File: config.mk
export PLATFORM = sky130hd
export DESIGN_NAME = uart_msg_echo
export DESIGN_NICKNAME = d
export VERILOG_FILES = /design/src/rtl/uart_pkg.sv /design/src/rtl/uart_baud_cnt.sv /design/src/rtl/uart_msg_echo.sv
export SDC_FILE = /design/constraint.sdc
export NUM_CORES = 1
export LEC_CHECK = 0
export ABC_AREA = 0
export BUFFER_PORTS_ARGS = -buffer_cell sky130_fd_sc_hd__buf_2
export CAP_MARGIN = 5
export CELL_PAD_IN_SITES_DETAIL_PLACEMENT = 2
export CELL_PAD_IN_SITES_GLOBAL_PLACEMENT = 2
export CORE_ASPECT_RATIO = 0.5
export CORE_MARGIN = 5
export CORE_UTILIZATION = 42
export CTS_CLUSTER_SIZE = 10
export DETAILED_ROUTE_END_ITERATION = 16
export PLACE_DENSITY = 0.9
export SYNTH_ARGS = -nofsm -noshare
export SYNTH_HDL_FRONTEND = slang
export SYNTH_HIERARCHICAL = 1
export SYNTH_SLANG_ARGS = --single-unit
File: constraint.sdc
create_clock -name clk -period 2.8 [get_ports clk]
set_clock_uncertainty 0.2 [all_clocks]
set_input_delay 0.14 -clock clk [delete_from_list [all_inputs] [get_ports clk]]
set_output_delay 0.14 -clock clk [all_outputs]
set_load 0.01 [all_outputs]
File: src/rtl/uart_pkg.sv
// Shared constants, banner ROM and generator state encoding for the UART echo endpoint.
package uart_pkg;

    localparam int unsigned FRAME_BITS = 10;
    localparam int unsigned DATA_BITS  = 8;
    localparam logic        IDLE_LVL   = 1'b1;

    localparam int unsigned BANNER_LEN = 19;
    localparam logic [7:0] BANNER [0:BANNER_LEN-1] = '{
        8'h48, 8'h65, 8'h6C, 8'h6C, 8'h6F, 8'h20, 8'h50, 8'h61, 8'h6E, 8'h67,
        8'h6F, 8'h20, 8'h46, 8'h50, 8'h47, 8'h41, 8'h21, 8'h0D, 8'h0A
    };

    typedef enum logic [2:0] {
        IDLE,
        MSG_LOAD,
        MSG_WAIT,
        ECHO_LOAD,
        ECHO_WAIT
    } gen_state_t;

    // Indices past the ROM read as zero so a longer MSG_LEN stays well defined.
    function automatic logic [7:0] banner_byte(input logic [7:0] i);
        return (32'(i) < BANNER_LEN) ? BANNER[5'(i)] : 8'h00;
    endfunction

endpackage

File: src/rtl/uart_baud_cnt.sv
// Bit-period counter: free-runs while enabled, strobing at mid-bit and on the last cycle of each bit.
module uart_baud_cnt #(
    parameter logic [15:0] BPS_NUM = 16'd434
) (
    input  logic clk,
    input  logic rst_n,
    input  logic en,
    output logic mid_c,
    output logic end_c
);

    localparam int unsigned CNT_W = 16;

    logic [CNT_W-1:0] cnt;

    always_ff @(posedge clk or negedge rst_n) begin
        if (!rst_n) begin
            cnt <= '0;
        end else if (!en || end_c) begin
            cnt <= '0;
        end else begin
            cnt <= cnt + CNT_W'(1);
        end
    end

    assign mid_c = en && (cnt == (BPS_NUM >> 1));
    assign end_c = en && (cnt == (BPS_NUM - CNT_W'(1)));

endmodule

File: src/rtl/uart_msg_echo.sv
// 8N1 UART bring-up endpoint: sends a banner on a debounced key press and echoes every good received byte.
module uart_msg_echo
    import uart_pkg::*;
#(
    parameter logic [15:0] BPS_NUM    = 16'd434,
    parameter logic [7:0]  MSG_LEN    = 8'd19,
    parameter int unsigned DEB_CYCLES = 1_000_000
) (
    input  logic       clk,
    input  logic       rst_n,
    input  logic       uart_rx,
    input  logic       key,
    output logic       uart_tx,
    output logic [7:0] rx_data,
    output logic       rx_valid,
    output logic       tx_busy
);

    localparam int unsigned BIT_W = $clog2(FRAME_BITS);
    localparam int unsigned DEB_W = $clog2(DEB_CYCLES + 1);

    // Key synchronizer and stable-level debounce; press fires on the debounced falling edge.
    logic             key_s1, key_s2, key_deb, press;
    logic [DEB_W-1:0] deb_cnt;

    always_ff @(posedge clk or negedge rst_n) begin
        if (!rst_n) begin
            key_s1  <= 1'b1;
            key_s2  <= 1'b1;
            key_deb <= 1'b1;
            deb_cnt <= '0;
            press   <= 1'b0;
        end else begin
            key_s1 <= key;
            key_s2 <= key_s1;
            press  <= 1'b0;
            if (key_s2 == key_deb) begin
                deb_cnt <= '0;
            end else if (deb_cnt == DEB_W'(DEB_CYCLES - 1)) begin
                deb_cnt <= '0;
                key_deb <= key_s2;
                press   <= ~key_s2;
            end else begin
                deb_cnt <= deb_cnt + DEB_W'(1);
            end
        end
    end

    // Receiver: start edge arms the bit timer, samples land on the mid-bit strobe.
    logic                 rx_s1, rx_s2, rx_prev, rx_busy;
    logic [BIT_W-1:0]     rx_bit;
    logic [DATA_BITS-1:0] rx_shreg;
    logic                 rx_mid_c, rx_end_c;

    uart_baud_cnt #(.BPS_NUM(BPS_NUM)) u_rx_baud (
        .clk   (clk),
        .rst_n (rst_n),
        .en    (rx_busy),
        .mid_c (rx_mid_c),
        .end_c (rx_end_c)
    );

    always_ff @(posedge clk or negedge rst_n) begin
        if (!rst_n) begin
            rx_s1    <= IDLE_LVL;
            rx_s2    <= IDLE_LVL;
            rx_prev  <= IDLE_LVL;
            rx_busy  <= 1'b0;
            rx_bit   <= '0;
            rx_shreg <= '0;
            rx_data  <= '0;
            rx_valid <= 1'b0;
        end else begin
            rx_s1    <= uart_rx;
            rx_s2    <= rx_s1;
            rx_prev  <= rx_s2;
            rx_valid <= 1'b0;
            if (!rx_busy) begin
                if (rx_prev && !rx_s2) begin
                    rx_busy <= 1'b1;
                    rx_bit  <= '0;
                end
            end else if (rx_mid_c) begin
                if (rx_bit == '0) begin
                    if (rx_s2) rx_busy <= 1'b0;
                end else if (rx_bit == BIT_W'(FRAME_BITS - 1)) begin
                    // Freed at mid-stop so a back-to-back start edge is not missed.
                    rx_busy <= 1'b0;
                    if (rx_s2) begin
                        rx_data  <= rx_shreg;
                        rx_valid <= 1'b1;
                    end
                end else begin
                    rx_shreg <= {rx_s2, rx_shreg[DATA_BITS-1:1]};
                end
            end else if (rx_end_c) begin
                rx_bit <= rx_bit + BIT_W'(1);
            end
        end
    end

    // Transmitter: uart_tx always holds the bit currently on the line.
    logic                 tx_pulse_c;
    logic [7:0]           tx_data_c;
    logic [DATA_BITS:0]   tx_shreg;
    logic [BIT_W-1:0]     tx_bit;
    logic                 tx_end_c, tx_mid_unused;

    uart_baud_cnt #(.BPS_NUM(BPS_NUM)) u_tx_baud (
        .clk   (clk),
        .rst_n (rst_n),
        .en    (tx_busy),
        .mid_c (tx_mid_unused),
        .end_c (tx_end_c)
    );

    always_ff @(posedge clk or negedge rst_n) begin
        if (!rst_n) begin
            uart_tx  <= IDLE_LVL;
            tx_busy  <= 1'b0;
            tx_shreg <= '1;
            tx_bit   <= '0;
        end else if (!tx_busy) begin
            if (tx_pulse_c) begin
                tx_busy  <= 1'b1;
                uart_tx  <= ~IDLE_LVL;
                tx_shreg <= {IDLE_LVL, tx_data_c};
                tx_bit   <= '0;
            end
        end else if (tx_end_c) begin
            if (tx_bit == BIT_W'(FRAME_BITS - 1)) begin
                tx_busy <= 1'b0;
                uart_tx <= IDLE_LVL;
            end else begin
                uart_tx  <= tx_shreg[0];
                tx_shreg <= {IDLE_LVL, tx_shreg[DATA_BITS:1]};
                tx_bit   <= tx_bit + BIT_W'(1);
            end
        end
    end

    // Generator FSM plus single-entry echo buffer (newest byte wins).
    gen_state_t state, state_nxt;
    logic [7:0] idx, idx_nxt;
    logic       echo_full, echo_clr_c;
    logic [7:0] echo_data;

    always_ff @(posedge clk or negedge rst_n) begin
        if (!rst_n) begin
            state     <= IDLE;
            idx       <= '0;
            echo_full <= 1'b0;
            echo_data <= '0;
        end else begin
            state <= state_nxt;
            idx   <= idx_nxt;
            if (rx_valid) begin
                echo_full <= 1'b1;
                echo_data <= rx_data;
            end else if (echo_clr_c) begin
                echo_full <= 1'b0;
            end
        end
    end

    always_comb begin
        state_nxt  = state;
        idx_nxt    = idx;
        tx_pulse_c = 1'b0;
        tx_data_c  = banner_byte(idx);
        echo_clr_c = 1'b0;
        case (state)
            IDLE: begin
                if (press) begin
                    state_nxt = MSG_LOAD;
                    idx_nxt   = '0;
                end else if (echo_full) begin
                    state_nxt = ECHO_LOAD;
                end
            end
            MSG_LOAD: begin
                if (!tx_busy) begin
                    tx_pulse_c = 1'b1;
                    state_nxt  = MSG_WAIT;
                end
            end
            // tx_busy is already high on entry, so its fall marks the end of the frame.
            MSG_WAIT: begin
                if (!tx_busy) begin
                    if (idx == MSG_LEN - 8'd1) begin
                        state_nxt = IDLE;
                    end else begin
                        idx_nxt   = idx + 8'd1;
                        state_nxt = MSG_LOAD;
                    end
                end
            end
            ECHO_LOAD: begin
                tx_data_c = echo_data;
                if (!tx_busy) begin
                    tx_pulse_c = 1'b1;
                    state_nxt  = ECHO_WAIT;
                end
            end
            ECHO_WAIT: begin
                if (!tx_busy) begin
                    echo_clr_c = 1'b1;
                    state_nxt  = IDLE;
                end
            end
            default: state_nxt = IDLE;
        endcase
    end

endmodule

==> impl_results.md <==
- Clock Pin Slew Worst Setup and Hold Paths: 0.06 ns
- Vias: 4750
- CTS Buffer Depth: 2
- Routed wire per std cell: 28.8 µm
- Routed Antenna Nets: 0
- Die H: 93.4 µm
- Site Rows: 30
- Global-route usage over all layers: 28.3%
- Lkg Pwr: 2.96 nW
- Number of diodes: 0
- Vias in the first global route: 5298
- Util after Layout: 50.5%
- Share of cells above drive strength 1: 22.2%
- CP endpoint kind: register
- RSZ-0062 raised after global routing: true
- Worst reg-to-reg path cell count: 8
- Fin. Hold Viols: 0
- Max-cap violations: 0
- Number of setup violations in the final report: 0
- Clock Tree Root: clkbuf_16
- Fillers: 1351
- Design area: 6870 µm²
- Reg-to-reg slack, setup: 0.03 ns
- Fin crit period: 2.77 ns
- Worst Setup Path Type: register to register
- DR iter-0 viols: 426
- Number of CTS-inserted buffers: 17
- Layout area overhead: 17.5%
- First-pass GRT wire length: 34.8 mm
- Total grt overflow: 0
- Yosys warning count: 6
- Relative slew margins: 55.8%
- Die area: 16500 µm²
- Post-Route WL: 22.5 mm
- Min-delay worst type: input pin to async pin
- VDD IR max: 0.449 mV
- Worst-Skew Late Latency: 0.42 ns
- CTS tree: done
- WHS: 0.0730 ns
- Core region area: 13600 µm²
- Initial antenna violation count: 0
- Residual DRC: 0
- Final-report max-slew violation count: 0
- Pwr dens: 653 nW/µm²
- PortBufs: 14
- DP Area: 6080 µm²
- H-tree depth: 4
- Outcome: completed
- Maximum fanout along the worst path: 5
- Nets: 597
- Syn Inst Count: 545
- I/O pin count: 15
- Post-Syn Nets: 566
- Mapped Avg Cell Area: 10.7 µm²
- Starting Density: 43.0%
- GPL Wtd Cong: 0.808
- Part of the cycle the worst path needs: 98.9%
- Fmax: 0.361 GHz
- CP Launch Type: register
- Avg Vias per Cell: 6.08
- Clock sinks: 115
- Pin count of the biggest net entering global routing: 80
- HPWL after DPL: 11.5 mm
- Die width: 177 µm
- Iteration count of the initial detailed-routing pass: 5
- Worst EP required: 2.89 ns
- Worst endpoint data arrival time: 2.86 ns
- Post-synthesis cell area: 5840 µm²
- Tightest Pin Transition: 0.660 ns
-- cell type report --
cell class	instances	area (µm²)	area share, %
sequential	115	2900	42.2
multi-input combinational	393	2820	41.0
clock buffer	23	488	7.11
tap	192	240	3.50
timing repair buffer	32	231	3.37
clock inverter	9	126	1.84
inverter	17	63.8	0.929
-- state kept, by name, indices dropped and copies added (netlist names), 3 cells and up --
signal and count:
rx_shreg 8, tx_bit 4, rx_bit 4, u_rx_baud/cnt 16
state 3, rx_data 8, tx_shreg 8, u_tx_baud/cnt 16
deb_cnt 20, idx 8, echo_data 8
-- placed cells by master, fill, tap and decap left out, types with 16 or more instances in the layout --
cell type	count
dfrtp_1	97
nor2_1	78
nand2_1	38
xnor2_1	28
xor2_1	25
mux2_2	21
nand4_1	20
nand3_1	18
inv_1	17
ha_1	17
clkbuf_16	17
nor3_1	16
-- critical path: stages, from the launching register on --
cell and delay [ns]:
dfrtp_2 0.44, nor4_4 0.35, nand2_2 0.12, nand4b_1 0.31, nor4_4 0.36, nand2b_1 0.18, nor2_2 0.17, buf_6 0.15
mux2_1 0.36
-- worst paths after layout --
check / startpoint / to
min in group clk: key / key_s1$_DFF_PN1_
max in group asynchronous: rst_n / tx_shreg[6]$_DFFE_PN1P_
worst max-delay path: u_rx_baud/cnt[11]$_DFF_PN0_ / rx_data[5]$_DFFE_PN0P_
worst min-delay path: rst_n / u_rx_baud/cnt[15]$_DFF_PN0_
worst max register to register: u_rx_baud/cnt[11]$_DFF_PN0_ / rx_data[5]$_DFFE_PN0P_
worst min register to register: key_s1$_DFF_PN1_ / key_s2$_DFF_PN1_
-- per-stage QoR --
step | cells | worst slack [ns] | TNS, ns | power, mW
finish | 781 | 0.0310 | 0 | 4.48
global route | 781 | -0.0496 | -0.438 | 4.62
CTS | 775 | 0.0363 | 0 | 4.43
detailed placement | 739 | -0.0882 | -0.463 | 2.06
global placement | 739 | 0.284 | 0 | 2.03
floorplan | 545 | 0.266 | 0 | 1.97
-- layer usage --
layer  track usage, %  up-vias  routed length (µm)
met4             10.7        0                 750
li1                 -     1986                   -
met1             34.8     2529                9410
met2             48.6      171               11300
met3             6.70       64                 983
met5                0        -                   0
-- report_power, final --
| part | switching (mW) | internal (mW) | total, mW |
|---|---|---|---|
| Combinational | 0.180 | 0.117 | 0.297 |
| Clock | 0.850 | 1.49 | 2.34 |
| Sequential | 0.120 | 1.72 | 1.84 |
-- timing repair --
item	4_1_cts	5_1_grt
hold buffers	3	0
cloned	0	1
pin swaps	1	5
gates resized for setup	8	14
endpoints found under the setup margin	27	20
endpoints found under the hold margin	39	0
setup buffers	1	5
Power figures use the tool's default switching activity.
